<file path="src/rtl/div_iter_unit_pkg.sv">
// Shared types and constants for the iterative signed divider.
// Holds the FSM state encoding and the default datapath width.
package div_pkg;

  typedef enum logic [1:0] {
    IDLE = 2'd0,
    RUN  = 2'd1,
    DONE = 2'd2
  } div_state_t;

  localparam int DIV_WIDTH = 32;
  localparam int DIV_CNT_W = $clog2(DIV_WIDTH);
  localparam logic [DIV_WIDTH-1:0] DIV_OVF_RESULT = 32'h8000_0000;

endpackage

</file>
<file path="src/rtl/div_iter_unit_if.sv">
// Start/operand/result bundle between the multdiv control and the divider.
// master drives operands and start/abort strobes; slave is the divider.
interface div_iter_unit_if
  import div_pkg::*;
#(
  parameter int WIDTH = DIV_WIDTH
);

  logic             ctrl_DIV;
  logic             ctrl_MULT;
  logic [WIDTH-1:0] data_operandA;
  logic [WIDTH-1:0] data_operandB;
  logic [WIDTH-1:0] data_result;
  logic             data_exception;
  logic             data_resultRDY;
  logic             busy;

  modport master (
    output ctrl_DIV,
    output ctrl_MULT,
    output data_operandA,
    output data_operandB,
    input  data_result,
    input  data_exception,
    input  data_resultRDY,
    input  busy
  );

  modport slave (
    input  ctrl_DIV,
    input  ctrl_MULT,
    input  data_operandA,
    input  data_operandB,
    output data_result,
    output data_exception,
    output data_resultRDY,
    output busy
  );

endinterface

</file>
<file path="src/rtl/div_iter_unit_step.sv">
// One restoring shift-subtract iteration on unsigned magnitudes.
// Purely combinational; the caller owns all state.
module div_step #(
  parameter int WIDTH = 32
) (
  input  logic [WIDTH-1:0] r_in,
  input  logic [WIDTH-1:0] q_in,
  input  logic [WIDTH-1:0] b_mag,
  output logic [WIDTH-1:0] r_out,
  output logic [WIDTH-1:0] q_out
);

  logic [WIDTH:0] r_shift;
  logic [WIDTH:0] diff;
  logic           fits;

  always_comb begin
    // The dividend MSB enters the remainder as the quotient register shifts left.
    r_shift = {r_in, q_in[WIDTH-1]};
    diff    = r_shift - {1'b0, b_mag};
    fits    = ~diff[WIDTH];
    r_out   = fits ? diff[WIDTH-1:0] : r_shift[WIDTH-1:0];
    q_out   = {q_in[WIDTH-2:0], fits};
  end

endmodule

</file>
<file path="src/rtl/div_iter_unit.sv">
// Iterative signed divider: latches operands on ctrl_DIV, runs WIDTH restoring
// steps, then registers the quotient with a one-cycle ready pulse.
module div_iter_unit
  import div_pkg::*;
#(
  parameter int WIDTH = DIV_WIDTH
) (
  input  logic           clk,
  input  logic           reset_n,
  div_iter_unit_if.slave bus
);

  localparam int CNT_W = $clog2(WIDTH);
  localparam logic [CNT_W-1:0] LAST_CNT = CNT_W'(WIDTH - 1);
  localparam logic [WIDTH-1:0] MIN_VAL  = {1'b1, {(WIDTH-1){1'b0}}};

  div_state_t       state_q, state_d;
  logic [CNT_W-1:0] cnt_q, cnt_d;
  logic [WIDTH-1:0] rem_q, rem_d;
  logic [WIDTH-1:0] quo_q, quo_d;
  logic [WIDTH-1:0] bmag_q, bmag_d;
  logic             neg_q, neg_d;
  logic             div0_q, div0_d;
  logic             ovf_q, ovf_d;
  logic [WIDTH-1:0] result_q, result_d;
  logic             exc_q, exc_d;
  logic             rdy_q, rdy_d;
  logic             busy_q, busy_d;

  logic [WIDTH-1:0] step_rem;
  logic [WIDTH-1:0] step_quo;
  logic [WIDTH-1:0] a_mag;
  logic [WIDTH-1:0] b_mag;

  div_step #(.WIDTH(WIDTH)) u_step (
    .r_in  (rem_q),
    .q_in  (quo_q),
    .b_mag (bmag_q),
    .r_out (step_rem),
    .q_out (step_quo)
  );

  // Magnitude of the most negative value wraps to itself, which is the
  // correct unsigned magnitude.
  always_comb begin
    a_mag = bus.data_operandA[WIDTH-1] ? ('0 - bus.data_operandA) : bus.data_operandA;
    b_mag = bus.data_operandB[WIDTH-1] ? ('0 - bus.data_operandB) : bus.data_operandB;
  end

  always_comb begin
    state_d  = state_q;
    cnt_d    = cnt_q;
    rem_d    = rem_q;
    quo_d    = quo_q;
    bmag_d   = bmag_q;
    neg_d    = neg_q;
    div0_d   = div0_q;
    ovf_d    = ovf_q;
    result_d = result_q;
    exc_d    = exc_q;
    rdy_d    = 1'b0;

    unique case (state_q)
      IDLE: begin
        state_d = IDLE;
      end
      RUN: begin
        rem_d = step_rem;
        quo_d = step_quo;
        cnt_d = cnt_q + CNT_W'(1);
        if (cnt_q == LAST_CNT) begin
          state_d = DONE;
        end
      end
      DONE: begin
        rdy_d   = 1'b1;
        state_d = IDLE;
        if (div0_q) begin
          result_d = '0;
          exc_d    = 1'b1;
        end else if (ovf_q) begin
          result_d = MIN_VAL;
          exc_d    = 1'b1;
        end else begin
          result_d = neg_q ? ('0 - quo_q) : quo_q;
          exc_d    = 1'b0;
        end
      end
      default: begin
        state_d = IDLE;
      end
    endcase

    // Abort or restart discards whatever the FSM was about to finish,
    // including a result that DONE would otherwise have published.
    if (bus.ctrl_MULT) begin
      state_d  = IDLE;
      rdy_d    = 1'b0;
      result_d = result_q;
      exc_d    = exc_q;
    end else if (bus.ctrl_DIV) begin
      state_d  = RUN;
      rdy_d    = 1'b0;
      result_d = result_q;
      exc_d    = exc_q;
      cnt_d    = '0;
      rem_d    = '0;
      quo_d    = a_mag;
      bmag_d   = b_mag;
      neg_d    = bus.data_operandA[WIDTH-1] ^ bus.data_operandB[WIDTH-1];
      div0_d   = (bus.data_operandB == '0);
      ovf_d    = (bus.data_operandA == MIN_VAL) && (bus.data_operandB == '1);
    end

    busy_d = (state_d == RUN);
  end

  always_ff @(posedge clk or negedge reset_n) begin
    if (!reset_n) begin
      state_q  <= IDLE;
      cnt_q    <= '0;
      rem_q    <= '0;
      quo_q    <= '0;
      bmag_q   <= '0;
      neg_q    <= 1'b0;
      div0_q   <= 1'b0;
      ovf_q    <= 1'b0;
      result_q <= '0;
      exc_q    <= 1'b0;
      rdy_q    <= 1'b0;
      busy_q   <= 1'b0;
    end else begin
      state_q  <= state_d;
      cnt_q    <= cnt_d;
      rem_q    <= rem_d;
      quo_q    <= quo_d;
      bmag_q   <= bmag_d;
      neg_q    <= neg_d;
      div0_q   <= div0_d;
      ovf_q    <= ovf_d;
      result_q <= result_d;
      exc_q    <= exc_d;
      rdy_q    <= rdy_d;
      busy_q   <= busy_d;
    end
  end

  assign bus.data_result    = result_q;
  assign bus.data_exception = exc_q;
  assign bus.data_resultRDY = rdy_q;
  assign bus.busy           = busy_q;

endmodule

</file>
<file path="src/flat_wrapper.sv">
// flat-port wrapper written by rule: the top's interface ports become plain ports
module div_iter_unit_flat import div_pkg::*;
#(
  parameter int WIDTH = DIV_WIDTH
)
  (clk, reset_n, bus_ctrl_DIV, bus_ctrl_MULT, bus_data_operandA, bus_data_operandB, bus_data_result, bus_data_exception, bus_data_resultRDY, bus_busy);
  div_iter_unit_if #(.WIDTH(WIDTH)) bus_i ();
  input  logic clk;
  input  logic reset_n;
  input wire logic [$bits(bus_i.ctrl_DIV)-1:0] bus_ctrl_DIV;
  input wire logic [$bits(bus_i.ctrl_MULT)-1:0] bus_ctrl_MULT;
  input wire logic [$bits(bus_i.data_operandA)-1:0] bus_data_operandA;
  input wire logic [$bits(bus_i.data_operandB)-1:0] bus_data_operandB;
  output wire logic [$bits(bus_i.data_result)-1:0] bus_data_result;
  output wire logic [$bits(bus_i.data_exception)-1:0] bus_data_exception;
  output wire logic [$bits(bus_i.data_resultRDY)-1:0] bus_data_resultRDY;
  output wire logic [$bits(bus_i.busy)-1:0] bus_busy;
  assign bus_i.ctrl_DIV = bus_ctrl_DIV;
  assign bus_i.ctrl_MULT = bus_ctrl_MULT;
  assign bus_i.data_operandA = bus_data_operandA;
  assign bus_i.data_operandB = bus_data_operandB;
  assign bus_data_result = bus_i.data_result;
  assign bus_data_exception = bus_i.data_exception;
  assign bus_data_resultRDY = bus_i.data_resultRDY;
  assign bus_busy = bus_i.busy;
  div_iter_unit #(.WIDTH(WIDTH)) u_core (.clk(clk), .reset_n(reset_n), .bus(bus_i));
endmodule
</file>
<file path="config.mk">
export PLATFORM = sky130hd
export DESIGN_NAME = div_iter_unit_flat
export DESIGN_NICKNAME = d
export VERILOG_FILES = /design/src/rtl/div_iter_unit_pkg.sv /design/src/rtl/div_iter_unit_if.sv /design/src/rtl/div_iter_unit_step.sv /design/src/rtl/div_iter_unit.sv /design/src/flat_wrapper.sv
export SDC_FILE = /design/constraint.sdc
export NUM_CORES = 1
export LEC_CHECK = 0
export BUFFER_PORTS_ARGS = -buffer_cell sky130_fd_sc_hd__buf_2
export CAP_MARGIN = 20
export CORE_ASPECT_RATIO = 1.2
export CORE_MARGIN = 5
export CORE_UTILIZATION = 25
export DETAILED_ROUTE_END_ITERATION = 8
export PLACE_DENSITY = 0.48
export RECOVER_POWER = 25
export SLEW_MARGIN = 20
export SYNTH_ARGS = -nofsm -noshare
export SYNTH_HDL_FRONTEND = slang
export SYNTH_SLANG_ARGS = --single-unit
</file>
<file path="constraint.sdc">
create_clock -name clk -period 3.46 [get_ports clk]
set_input_delay 0.173 -clock clk [delete_from_list [all_inputs] [get_ports clk]]
set_output_delay 0.173 -clock clk [all_outputs]
set_load 0.02 [all_outputs]
</file>
Word level (Yosys, flattened, before mapping):

Cells that the tools add are included.
Widths: inputs -> output; s select.

* bits in registers: 141
* latch bits: 0
* bits in writable memories: 0
* bits in read-only memories: 0
* input port bits: 68
* output and inout bits: 35
* logic and storage cells: 55
* memories: 0

* add/sub/neg operators: 5
* multipliers: 0
* div/mod/pow operators: 0
* magnitude comparators: 0
* equal/unequal tests: 6
* shift operators: 0
* muxes and demuxes: 24
* bitwise gates (word level): 4
* reduce and logical (&&, ||, !) cells: 4

Operator list (number)
* $mux 32: 12
* $sub 1x32->32 const A: 3
* $eq 32x32->1 const B: 2
* $sub 33x32->33: 1
* $logic_not 32->1: 1
* $mux 5: 3
* $mux 2: 4
* $add 5x1->5 const B: 1
* $eq 5x5->1 const B: 1
* $mux 1: 5
* $eq 2x1->1 const B: 2
* $not 1->1: 3
* $reduce_and 3->1: 1
* $eq 2x2->1 const B: 1
* $reduce_and 2->1: 1
* $logic_and 1x1->1: 1
* $xor 1x1->1: 1

Depth between registers and ports, before layout:

* word-level depth: 6
* gate-level depth with buffers: 14
* gate-level depth less buffers: 13

Modules after synthesis:

A second synthesis with hierarchy kept.

* cells, all modules: 1245
* area total of the unflattened synthesis: 10229.8 um2

Modules (own cells, without submodules)
* div_iter_unit: instances 1, cells an instance 903, area an instance 7732.4 um2, seq. area each 3528.4 um2
* div_step: instances 1, cells an instance 342, area an instance 2497.4 um2, seq. area each 0.0 um2

Worst setup path after synthesis:

OpenSTA, ideal clock, no wires.

* kind: register to register
* start: reg u_core.quo_q[31]
* end: reg u_core.rem_q[11]
* library setup time: 0.142 ns
* data arrival time: 3.077 ns
* required time: 3.318 ns
* setup slack: 0.241 ns
* cell stages (with the launch flop): 15
* path buffers: 1
* period minus slack after synthesis: 3.219 ns
* path through: dfrtp_1 -> inv_1 -> ha_1 -> fa_1 -> nor2b_1 -> o31ai_1 -> a31oi_1 -> o21ai_1 -> a21oi_1 -> o31a_1 -> or2_2 -> xor2_1 -> buf_2 -> mux2i_1 -> a211oi_1

* longest elaborated chain between the ends: 5

RTL lines
* from (decl): RTL line div_iter_unit.sv:20 `logic [WIDTH-1:0] quo_q, quo_d;`
* from (signal assigned): RTL line div_iter_unit.sv:136 `quo_q <= quo_d;`
* $sub 33x32->33 (*): RTL line div_iter_unit_step.sv:20 `diff = r_shift - {1'b0, b_mag};`
* $mux 32 (*): RTL line div_iter_unit_step.sv:22 `r_out = fits ? diff[WIDTH-1:0] : r_shift[WIDTH-1:0];`
* $mux 32 (*): RTL line div_iter_unit.sv:63 `unique case (state_q)`
* $mux 32: RTL line div_iter_unit.sv:101 `end else if (bus.ctrl_DIV) begin`
* $mux 32 (*): RTL line div_iter_unit.sv:96 `if (bus.ctrl_MULT) begin`
* net u_core.rem_d[11]: RTL line div_iter_unit.sv:19 `logic [WIDTH-1:0] rem_q, rem_d;`
* to (signal assigned): RTL line div_iter_unit.sv:135 `rem_q <= rem_d;`
* to (decl): RTL line div_iter_unit.sv:19

Mark *: on every way through the listed nets, which the timed path passes. The rest lies on a longest branch.
A chain may end at the register's enable or synchronous reset.

Worst setup path after layout:

* start: reg u_core.quo_q[31]
* end: reg u_core.rem_q[0]

* longest elaborated chain between the ends: 5

RTL lines (RTL line)
* $sub 33x32->33: div_iter_unit_step.sv:20
* $mux 32 (*): div_iter_unit_step.sv:22
* $mux 32 (*): div_iter_unit.sv:63
* $mux 32: div_iter_unit.sv:101
* $mux 32 (*): div_iter_unit.sv:96
* net u_core.rem_d[0]: div_iter_unit.sv:19

Marked as above.

==> flow_summary.toml <==
[status]
status = "complete, but fails checks"
violations = "capacitance limit, slew limit"

[clock_tree]
cts_buffer_depth = 2
insertion_delay_ps = 430
htree_levels = 4
cts-root-buf = "clkbuf_16"
cts.clk_slew.worst_paths_ps = 70
cts_tree = "yes"
cts_sinks = 141
cts_buffers = 17

[global_routing]
grt_pass1_vias = 8261
grt_pass1_wl_mm = 43.5
overflow = 0
antenna_found_initial = 0
gr-usage-all-layers_pct = 12.6
grt_max_degree = 77

[setup_path]
cp_max_fo = 5
arrival_ps = 3600
max_stage_delay_ps = 400
cp-start-kind = "flop"
path_class = "flop to flop"
critPathSlowestCell = "dfrtp_1"
setup.worst_path.end_class = "flop"
cp.required_ps = 3800
crit_chain = "inv_1, ha_2, fa_2, nor2b_2, o31ai_4, a31oi_2, o21ai_2, a21oi_1, o31a_1, or2_4, xor2_4, buf_4, mux2_2, a211oi_2"

[finish]
nNetsFinal = 1324
drive_gt1_share_pct = 14.8
n_fill_cell = 4045
syn2layout_area_growth_pct = 19.3
n_antenna_cell = 0

[timing]
holdWs_ps = 65.8
period_share_pct = 94.1
fmax_ghz = 0.307
hold_viol = 0
worstMarginPinSlew_ps = 2030
max-slew-margin-rel_pct = -35.1
clock_skew_ps = 9.92
final_max_slew_viol_count = 77
rsz0062_at_grt = "no"
final.setup.tns_ps = 0
fin_crit_ps = 3250
final-setup-viol-count = 0

[route]
vias = 8236
routed_wirelength_mm = 26.7
detail-route-antenna-nets = 0
drt_iter0_drc = 340
route.detailed.drc = 0
via_per_inst = 4.82
wl_per_cell_um = 15.6
drtPass1Iterations = 7

[power_and_ir_drop]
leakage_uw = 0.00497
comb_power_share_pct = 49.6
ir_worst_vdd_uv = 532
p_sw_uw = 3380
p_int_uw = 4930
p_sw_share_pct = 40.7
p_seq_share_pct = 27.7
clockPowerShare_pct = 22.7
power_density_nw_per_um2 = 740

[yosys]
ys_types = 58
synth.ff_latch_count = 141
yosysTopAreaCell = "dfrtp_1"
synth_fa_ha_area_share_pct = 5.26
synth-simple-area-share_pct = 18.4
synthFlopType = "dfrtp_1"
netlist_instances = 1125
ys_seq_area_share_pct = 37.5
synth_edf_count = 0
synthDominantCellAreaShare_pct = 37.5
syn_nets = 1232
async_flop_share_pct = 100
synth_compound_area_share_pct = 19.8
yosys_warnings = 0
synth_area_um2 = 9420
syn_avg_cell_area_um2 = 8.37
synthTopCellsByArea = "dfrtp_1 37%, nand2_1 7.4%, o21ai_0 6.5%"
synthXorXnorAreaFrac_pct = 11.3
muxShareOfSynthArea_pct = 3.53
synth_top_family_by_area = "compound AO/OA/AOI/OAI gates"

[die]
pin_count = 103
core-area_um2 = 37600
row_count = 78
die_h_um = 223
die_area_um2 = 41700
die_x_um = 187
start_util_pct = 25.1

[place]
post-dp-hpwl_mm = 19.7
port_buffers = 102
place_congestion = 0.868

[hold_path]
hp-class = "primary input to flop"

[flow_run]
maxCapViolations = 1
==> power groups by stage <==
stage / registers, uW / logic (uW) / clock network, uW
finish: 2300 / 4120 / 1890
global route: 2360 / 4590 / 2000
floorplan: 2220 / 3010 / 0
CTS: 2300 / 3950 / 1940
global placement: 2330 / 3910 / 0
detailed placement: 2330 / 3920 / 0
==> sequential cells by signal (all words and copies together) (netlist names) <==
signal                     cells
u_core.bmag_q                 32
u_core.bus.data_result        32
u_core.quo_q                  32
u_core.rem_q                  32
u_core.cnt_q                   5
u_core.state_q                 2
u_core.bus.busy                1
u_core.bus.data_exception      1
u_core.bus.data_resultRDY      1
u_core.div0_q                  1
u_core.neg_q                   1
u_core.ovf_q                   1
==> worst paths after layout <==
path                       cells after the start  slack [ps]                          to                  startpoint
min in group asynchronous                      2         880  u_core.bus.data_result[27]                     reset_n
setup / recovery                              14         210             u_core.rem_q[0]            u_core.quo_q[31]
max in group asynchronous                      3        1300           u_core.bmag_q[13]                     reset_n
hold reg to reg                                2         480  u_core.bus.data_result[21]  u_core.bus.data_result[21]
hold / removal                                 3          70             u_core.quo_q[0]        bus_data_operandA[0]
setup reg to reg                              14         210             u_core.rem_q[0]            u_core.quo_q[31]
==> per-layer routing <==
| metal | share of wire [%] | vias to the layer above | track usage (%) |
|---|---|---|---|
| li1 | - | 4144 | - |
| met1 | 49 | 3915 | 17.3 |
| met2 | 46 | 155 | 20.8 |
| met3 | 3.4 | 22 | 2.22 |
| met4 | 1.5 | 0 | 3.10 |
| met5 | 0 | - | 0 |
==> logic make-up (layout without fill, tap and decap cells) <==
family                   after synthesis  in the layout
multiplexers                          33             33
adder cells (fa/ha/maj)               39             39
buffers and inverters                106            211
AO/OA/AOI/OAI                        307            307
XOR/XNOR                             122            122
AND/OR/NAND/NOR                      377            377
flip-flops                           141            141
==> placed cells by master, fill, tap and decap left out, types with 4 or more instances in the layout <==
| cell | Yosys | final |
|---|---|---|
| dfrtp_1 | 141 | 141 |
| mux2i_1 | 31 | 31 |
| or2_2 | 5 | 4 |
| nor2b_1 | 8 | 5 |
| a31oi_1 | 34 | 33 |
| a211oi_1 | 23 | 22 |
| nand4_1 | 19 | 19 |
| inv_6 | 0 | 5 |
| clkbuf_16 | 0 | 18 |
| a21o_1 | 10 | 10 |
| o31ai_1 | 31 | 30 |
| or4_1 | 8 | 8 |
| nor4_1 | 7 | 7 |
| inv_1 | 46 | 46 |
| buf_4 | 0 | 24 |
| nand2_1 | 186 | 186 |
| inv_8 | 0 | 4 |
| nand2b_1 | 8 | 7 |
| buf_2 | 3 | 95 |
| a21oi_1 | 52 | 52 |
| o41ai_1 | 9 | 9 |
| or3_1 | 21 | 21 |
| xor2_1 | 69 | 68 |
| nor2_1 | 79 | 79 |
| xnor2_1 | 53 | 53 |
| ha_1 | 38 | 37 |
| o21ai_0 | 123 | 123 |
| clkinvlp_4 | 0 | 4 |
| clkbuf_1 | 51 | 6 |
| dlygate4sd3_1 | 0 | 4 |
| nor3_1 | 8 | 8 |
| nand3_1 | 10 | 10 |
==> area by class of cell <==
class                           count  area, um^2  area share [%]
Multi-Input combinational cell    878        5560            49.5
Sequential cell                   141        3530            31.4
Timing Repair Buffer              133         779            6.94
Tap cell                          480         601            5.35
Clock buffer                       18         439            3.91
Inverter                           46         173            1.54
Clock inverter                     14         149            1.33
==> metrics by stage <==
| step | utilization, % | area [um^2] | instances | setup WS (ps) | total power [uW] |
|---|---|---|---|---|---|
| final | 29.9 | 11200 | 1710 | 205 | 8310 |
| after global routing | 29.9 | 11200 | 1710 | 17.9 | 8950 |
| after detailed placement | 28.0 | 10500 | 1669 | 4.88 | 6250 |
| after global placement | 28.0 | 10500 | 1669 | 117 | 6240 |
| after CTS | 29.7 | 11200 | 1705 | 44.8 | 8200 |
| after floorplan | - | 9420 | 1125 | 241 | 5230 |
==> worst max-delay path: cells and delay by family, from the launching register on <==
kind / cells / cell delay (ps)
AOI/OAI and AO/OA: 6 / 1200
xor gates and xnor gates: 1 / 210
adders and majority gates: 2 / 420
buffers and inverters: 2 / 240
DFF: 1 / 400
muxes: 1 / 330
and+or+nand+nor: 2 / 350
==> timing repair <==
action | CTS | global route
hold endpoints to repair | 75 | 0
pin swaps | 0 | 3
hold buffers | 4 | 0
setup endpoints to repair | 7 | 32
resized for setup | 1 | 9
gates cloned | 0 | 1
buffers inserted | 0 | 4
==> synthesized netlist by cell type (all sizes together) (2+ instances only) <==
library cell	n
o21ai	126
buf	9
nand2	186
nor4b	2
o21a	3
nor2	79
o211ai	3
nor4	8
xnor2	53
or4	10
o211a	2
o311ai	2
and3	2
xor2	69
mux2	2
o41ai	9
nand3	10
clkbuf	51
a21o	10
nor2b	8
a31oi	34
o21bai	2
o31ai	32
nand4	19
or3b	2
nor3	8
inv	46
nand4b	2
dfrtp	141
or3	22
or2	7
ha	38
o22ai	2
nand2b	8
a21oi	52
a211oi	23
mux2i	31
No activity file was read; power rests on OpenSTA's default activity.
